### src/rtl/control_path_pkg.sv
// Shared control-path constants: condition selects, op-field bit positions
// and branch kinds used by the branch condition unit and its helpers.
package control_path_pkg;

  localparam logic [1:0] COND_ZERO = 2'd0;
  localparam logic [1:0] COND_SIGN = 2'd1;
  localparam logic [1:0] COND_OVER = 2'd2;
  localparam logic [1:0] COND_ERR  = 2'd3;

  localparam int OP_RELATIVE = 3;
  localparam int OP_INVERT   = 2;

  localparam logic KIND_FLAG = 1'b0;
  localparam logic KIND_LOOP = 1'b1;

endpackage

### src/rtl/loop_counter_bank.sv
// Bank of loop down-counters with a load port and a decrement port.
// A load to the same counter in the same cycle wins over the decrement.
module loop_counter_bank #(
  parameter int NUM_CTRS = 4,
  parameter int CTR_W    = 16,
  parameter int IDX_W    = $clog2(NUM_CTRS)
) (
  input  logic             clk,
  input  logic             rst,
  input  logic             load_en,
  input  logic [IDX_W-1:0] load_idx,
  input  logic [CTR_W-1:0] load_val,
  input  logic             dec_en,
  input  logic [IDX_W-1:0] dec_idx,
  output logic [CTR_W-1:0] dec_val
);

  logic [CTR_W-1:0] ctr [NUM_CTRS];

  // Pre-update value minus one; the branch result always uses this even when
  // a same-cycle load overwrites the counter.
  assign dec_val = ctr[dec_idx] - CTR_W'(1);

  always_ff @(posedge clk) begin
    if (rst) begin
      for (int i = 0; i < NUM_CTRS; i++) ctr[i] <= '0;
    end else begin
      for (int i = 0; i < NUM_CTRS; i++) begin
        if (load_en && load_idx == IDX_W'(i)) begin
          ctr[i] <= load_val;
        end else if (dec_en && dec_idx == IDX_W'(i)) begin
          ctr[i] <= dec_val;
        end
      end
    end
  end

endmodule

### src/rtl/branch_condition_unit.sv
// Pipelined branch resolver: flag branches on per-register flags plus
// decrement-and-branch-if-nonzero loop branches, one output register stage.
module branch_condition_unit
  import control_path_pkg::*;
#(
  parameter int NUM_REGS      = 16,
  parameter int REG_IDX_W     = $clog2(NUM_REGS),
  parameter int NUM_LOOP_CTRS = 4,
  parameter int CTR_W         = 16,
  parameter int CTR_IDX_W     = $clog2(NUM_LOOP_CTRS)
) (
  input  logic                 clk,
  input  logic                 rst,
  input  logic                 in_valid,
  output logic                 in_ready,
  input  logic                 in_kind,
  input  logic [3:0]           in_op,
  input  logic [REG_IDX_W-1:0] in_cond_reg,
  input  logic [REG_IDX_W-1:0] in_target_reg,
  input  logic [NUM_REGS-1:0]  zeroflag,
  input  logic [NUM_REGS-1:0]  signflag,
  input  logic [NUM_REGS-1:0]  overflow,
  input  logic [NUM_REGS-1:0]  errorbit,
  input  logic [NUM_REGS-1:0]  flag_busy,
  input  logic                 ctr_load_en,
  input  logic [CTR_IDX_W-1:0] ctr_load_idx,
  input  logic [CTR_W-1:0]     ctr_load_val,
  output logic                 out_valid,
  input  logic                 out_ready,
  output logic                 out_jump,
  output logic                 out_pc_increment,
  output logic                 out_relative,
  output logic [REG_IDX_W-1:0] out_target_reg
);

  localparam int PAD_W = 2 ** REG_IDX_W;

  // Handshake: a transfer happens on a side when valid && ready at the clock
  // edge. in_valid/out_valid never depend on the matching ready; in_ready is
  // a function of out state, out_ready and the interlock on the current
  // instruction (in_kind/in_cond_reg), which is deliberate.

  // Flag vectors are padded to the full index range so an out-of-range
  // register index reads a defined 0 instead of X.
  logic [PAD_W-1:0] zf_pad, sf_pad, of_pad, eb_pad, busy_pad;
  logic             flag_bit;
  logic             stall;
  logic             accept;
  logic             loop_dec;
  logic [CTR_W-1:0] ctr_dec_val;
  logic             loop_cond;
  logic             cond;

  always_comb begin
    zf_pad   = '0;
    sf_pad   = '0;
    of_pad   = '0;
    eb_pad   = '0;
    busy_pad = '0;
    zf_pad[NUM_REGS-1:0]   = zeroflag;
    sf_pad[NUM_REGS-1:0]   = signflag;
    of_pad[NUM_REGS-1:0]   = overflow;
    eb_pad[NUM_REGS-1:0]   = errorbit;
    busy_pad[NUM_REGS-1:0] = flag_busy;
  end

  always_comb begin
    flag_bit = 1'b0;
    case (in_op[1:0])
      COND_ZERO: flag_bit = zf_pad[in_cond_reg];
      COND_SIGN: flag_bit = sf_pad[in_cond_reg];
      COND_OVER: flag_bit = of_pad[in_cond_reg];
      COND_ERR:  flag_bit = eb_pad[in_cond_reg];
      default:   flag_bit = 1'b0;
    endcase
  end

  // Only flag branches wait on in-flight register writes; loop counters are
  // private to this unit.
  assign stall    = in_valid && (in_kind == KIND_FLAG) && busy_pad[in_cond_reg];
  assign in_ready = (!out_valid || out_ready) && !stall;
  assign accept   = in_valid && in_ready;
  assign loop_dec = accept && (in_kind == KIND_LOOP);

  loop_counter_bank #(
    .NUM_CTRS (NUM_LOOP_CTRS),
    .CTR_W    (CTR_W),
    .IDX_W    (CTR_IDX_W)
  ) u_ctr_bank (
    .clk      (clk),
    .rst      (rst),
    .load_en  (ctr_load_en),
    .load_idx (ctr_load_idx),
    .load_val (ctr_load_val),
    .dec_en   (loop_dec),
    .dec_idx  (in_cond_reg[CTR_IDX_W-1:0]),
    .dec_val  (ctr_dec_val)
  );

  assign loop_cond = (ctr_dec_val != '0) ^ in_op[OP_INVERT];
  assign cond      = (in_kind == KIND_LOOP) ? loop_cond : (flag_bit ^ in_op[OP_INVERT]);

  always_ff @(posedge clk) begin
    if (rst) begin
      out_valid      <= 1'b0;
      out_jump       <= 1'b0;
      out_relative   <= 1'b0;
      out_target_reg <= '0;
    end else if (accept) begin
      out_valid      <= 1'b1;
      out_jump       <= cond;
      out_relative   <= in_op[OP_RELATIVE];
      out_target_reg <= in_target_reg;
    end else if (out_ready) begin
      out_valid <= 1'b0;
    end
  end

  assign out_pc_increment = ~out_jump;

endmodule
### config.mk
export PLATFORM = sky130hd
export DESIGN_NAME = branch_condition_unit
export DESIGN_NICKNAME = d
export VERILOG_FILES = /design/src/rtl/control_path_pkg.sv /design/src/rtl/loop_counter_bank.sv /design/src/rtl/branch_condition_unit.sv
export SDC_FILE = /design/constraint.sdc
export NUM_CORES = 1
export LEC_CHECK = 0
export CAP_MARGIN = 0
export CORE_ASPECT_RATIO = 0.9
export CORE_MARGIN = 4
export CORE_UTILIZATION = 23
export CTS_CLUSTER_DIAMETER = 150
export DETAILED_ROUTE_END_ITERATION = 8
export HOLD_SLACK_MARGIN = 0.15
export SLEW_MARGIN = 20
export SYNTH_ARGS = -nofsm -noshare
export SYNTH_HDL_FRONTEND = slang
export SYNTH_SLANG_ARGS = --single-unit
### constraint.sdc
create_clock -name clk -period 5 [get_ports clk]
set_input_delay 0.75 -clock clk [delete_from_list [all_inputs] [get_ports clk]]
set_output_delay 0.75 -clock clk [all_outputs]
set_load 0.005 [all_outputs]
==> flow_metrics.py <==
metrics = {
    "outcome": {
        "outcome": "finished clean",
    },
    "hold_path": {
        "hp-class": "reg2reg",
    },
    "power": {
        "ir_drop_mv": 0.120,
        "power.density_nw_per_um2": 286,
        "p_leak_uw": 0.00213,
    },
    "timing": {
        "fin_crit_sh_pct": 79.6,
        "max_freq_ghz": 0.251,
        "fin_crit_ns": 3.98,
        "hold_viol": 0,
        "worst_pin_slew_ns": 1.07,
        "slew_viol_final": 0,
        "relSlewSlack_pct": 28.9,
        "setup_viol_count_final": 0,
        "finalSetupTns_ns": 0,
        "skew_ns": 0.00962,
        "rsz0062_at_grt": "false",
    },
    "clock_network": {
        "clockBufferDepth": 2,
        "cts_setup_buffers": 0,
        "cts.repair.resized": 0,
        "tritoncts": "done",
        "cts_sinks": 71,
        "cts_buffers": 9,
        "htree_levels": 3,
        "cts_hold_buf": 0,
        "clk_pin_slew_worst_paths_ns": 0.05,
        "clk_latency_ns": 0.33,
        "cts_root_buffer": "clkbuf_16",
    },
    "worst_setup_path": {
        "crit_type": "in2reg",
        "r2r-start": "u_ctr_bank.ctr[3][0]",
        "slowest_stage": "or4_4",
        "worst-path-buf-inv": 2,
        "crit_path_start_kind": "primary input",
        "path_max_fanout": 12,
        "slowest_delay_ns": 0.60,
        "arrival_ns": 4.23,
        "path_cells": "buf_2 > buf_4 > mux4_2 > or4_4 > a211oi_1 > nand3b_1 > xor2_1 > nand3_1 > o31ai_1 > xor2_1 > a211oi_2",
        "cp-startpoint": "in_cond_reg[0]",
        "reg2regPathDepth": 11,
        "r2r-end": "out_jump",
        "cpMostUsedCell": "xor2_1",
        "critPathCapture": "out_jump",
        "cp_num_cells": 11,
        "cp-end-kind": "register",
        "critical_path_required_ns": 5.24,
        "cpLargestDelayFamily": "compound AO/OA/AOI/OAI gates",
        "reg2reg_slack_ns": 1.68,
    },
    "die": {
        "pin_count": 125,
        "dieArea_um2": 21500,
        "start_util_pct": 23.7,
        "coreArea_um2": 18600,
        "die_x_um": 154,
        "rows": 47,
        "die_y_um": 140,
    },
    "logic_synthesis": {
        "syn_avg_cell_area_um2": 11.8,
        "synth_ff_type": "edfxtp_1",
        "synthArstFlopShare_pct": 0,
        "ys_warn_count": 0,
        "synth_cells": 376,
        "synth_cell_types": 43,
        "ys_ff_latch": 71,
        "synth.area.top_cells": "edfxtp_1, mux4_2, o21ai_0",
        "yosysSeqAreaShare_pct": 46.6,
        "syn_area_um2": 4420,
        "yosys.area.top_type": "edfxtp_1",
        "synth_edf_count": 64,
        "syn_nets": 494,
        "synth_top_area_share_pct": 43.5,
    },
    "layout": {
        "largest_reg_flops": 64,
        "syn_to_final_growth_pct": 41.6,
        "final_cell_mix": "clkdlybuf4s50_1, nand2_1, edfxtp_1, o21ai_0, mux4_2",
        "final_nets": 607,
        "antennaDiodeCount": 0,
        "drive_gt1_share_pct": 15.0,
        "finalInstanceArea_um2": 6260,
        "final_common_cell": "clkdlybuf4s50_1",
    },
    "placed_design": {
        "post-dp-hpwl_um": 10200,
        "place_area_um2": 5910,
        "place_congestion": 1.02,
        "port_buffers": 124,
    },
    "grt": {
        "grt_max_degree": 32,
        "overflow": 0,
        "grt_pass1_wl_um": 22500,
        "antenna_found_initial": 0,
        "grt_pass1_vias": 3871,
        "grt_usage_pct": 13.5,
    },
    "flow_run": {
        "drv_cap": 0,
    },
    "drt": {
        "drt_iter0_markers": 387,
        "drt_pass1_iterations": 5,
        "drtAntennaViolNets": 0,
        "dr_total_vias": 3684,
        "wl_per_cell_um": 19.7,
        "wl_um": 14600,
        "avgViaCountPerCell": 4.99,
        "drcViolationCount": 0,
    },
}
==> metrics by stage <==
step	hold WS, ns	util [%]	std cells	power [uW]	setup WS [ns]
6_report	0.495	33.6	739	1790	1.02
3_3_place_gp	0.477	31.7	723	1070	0.667
3_5_place_dp	0.486	31.7	723	1080	0.635
2_1_floorplan	0.485	-	376	902	1.28
5_1_grt	0.549	33.6	739	1870	0.696
4_1_cts	0.500	33.5	739	1800	0.974
==> worst min path at each step <==
| stage | startpoint | slack [ns] | endpoint | cells past startpoint |
|---|---|---|---|---|
| floorplan | out_relative | 0.48 | out_relative | 2 |
| global placement | out_target_reg[0] | 0.48 | out_target_reg[0] | 2 |
| detailed placement | out_target_reg[1] | 0.49 | out_target_reg[1] | 2 |
| CTS | out_target_reg[1] | 0.50 | out_target_reg[1] | 2 |
| global route | out_target_reg[2] | 0.55 | out_target_reg[2] | 2 |
| finish | out_target_reg[1] | 0.49 | out_target_reg[1] | 2 |
==> report_power, final <==
part | switching, uW | internal, uW
clock | 243 | 487
combinational | 168 | 192
sequential | 12.4 | 691
==> cell type report <==
cell class                      count  area (um2)
Clock buffer                       10         229
Clock inverter                      6         108
Fill cell                        1793       12400
Inverter                            9        33.8
Multi-Input combinational cell    269        2260
Sequential cell                    71        2060
Tap cell                          245         307
Timing Repair Buffer              129        1270
==> cell families after synthesis <==
logic type | after synthesis | synth area share [%]
and+or+nand+nor | 120 | 12.5
DFF | 71 | 46.6
AOI/OAI and AO/OA | 80 | 10.6
muxes | 51 | 23.1
adders and majority gates | 2 | 0.566
xor gates and xnor gates | 16 | 3.17
buffers and inverters | 36 | 3.42
==> synthesized netlist by cell type (2+ instances only) <==
| cell type | instances |
|---|---|
| a211oi_1 | 4 |
| a21oi_1 | 2 |
| a22o_1 | 4 |
| buf_1 | 2 |
| buf_2 | 4 |
| clkbuf_1 | 19 |
| dfxtp_1 | 7 |
| edfxtp_1 | 64 |
| ha_1 | 2 |
| inv_1 | 9 |
| mux2i_1 | 10 |
| mux4_2 | 41 |
| nand2_1 | 69 |
| nand2b_1 | 3 |
| nand3_1 | 2 |
| nand3b_1 | 2 |
| nand4_1 | 3 |
| nand4b_1 | 2 |
| nor2_1 | 18 |
| nor2b_1 | 4 |
| nor3b_1 | 2 |
| o21ai_0 | 63 |
| o31ai_1 | 2 |
| or2_2 | 2 |
| or3_1 | 3 |
| or4_1 | 2 |
| xnor2_1 | 7 |
| xor2_1 | 9 |
==> routing by layer <==
metal / global-route usage [%] / vias up / routed length (um) / part of all wire, %
li1: - / 1653 / - / -
met1: 17.1 / 1808 / 5950 / 41
met5: 0 / - / 0 / 0
met2: 22.1 / 207 / 6890 / 47
met4: 3.86 / 0 / 197 / 1.4
met3: 4.56 / 16 / 1530 / 11
==> worst register-to-register path: stages (launching register included) <==
cell and delay (ns):
edfxtp_1 0.36, mux4_2 0.56, inv_1 0.09, ha_1 0.22, nand4b_1 0.31, a211oi_1 0.34
xnor2_1 0.22, nor4b_1 0.28, nand4_1 0.15, o31ai_1 0.35, xor2_1 0.13, a211oi_2 0.22
Note: power is estimated with default switching activity, not from simulation.
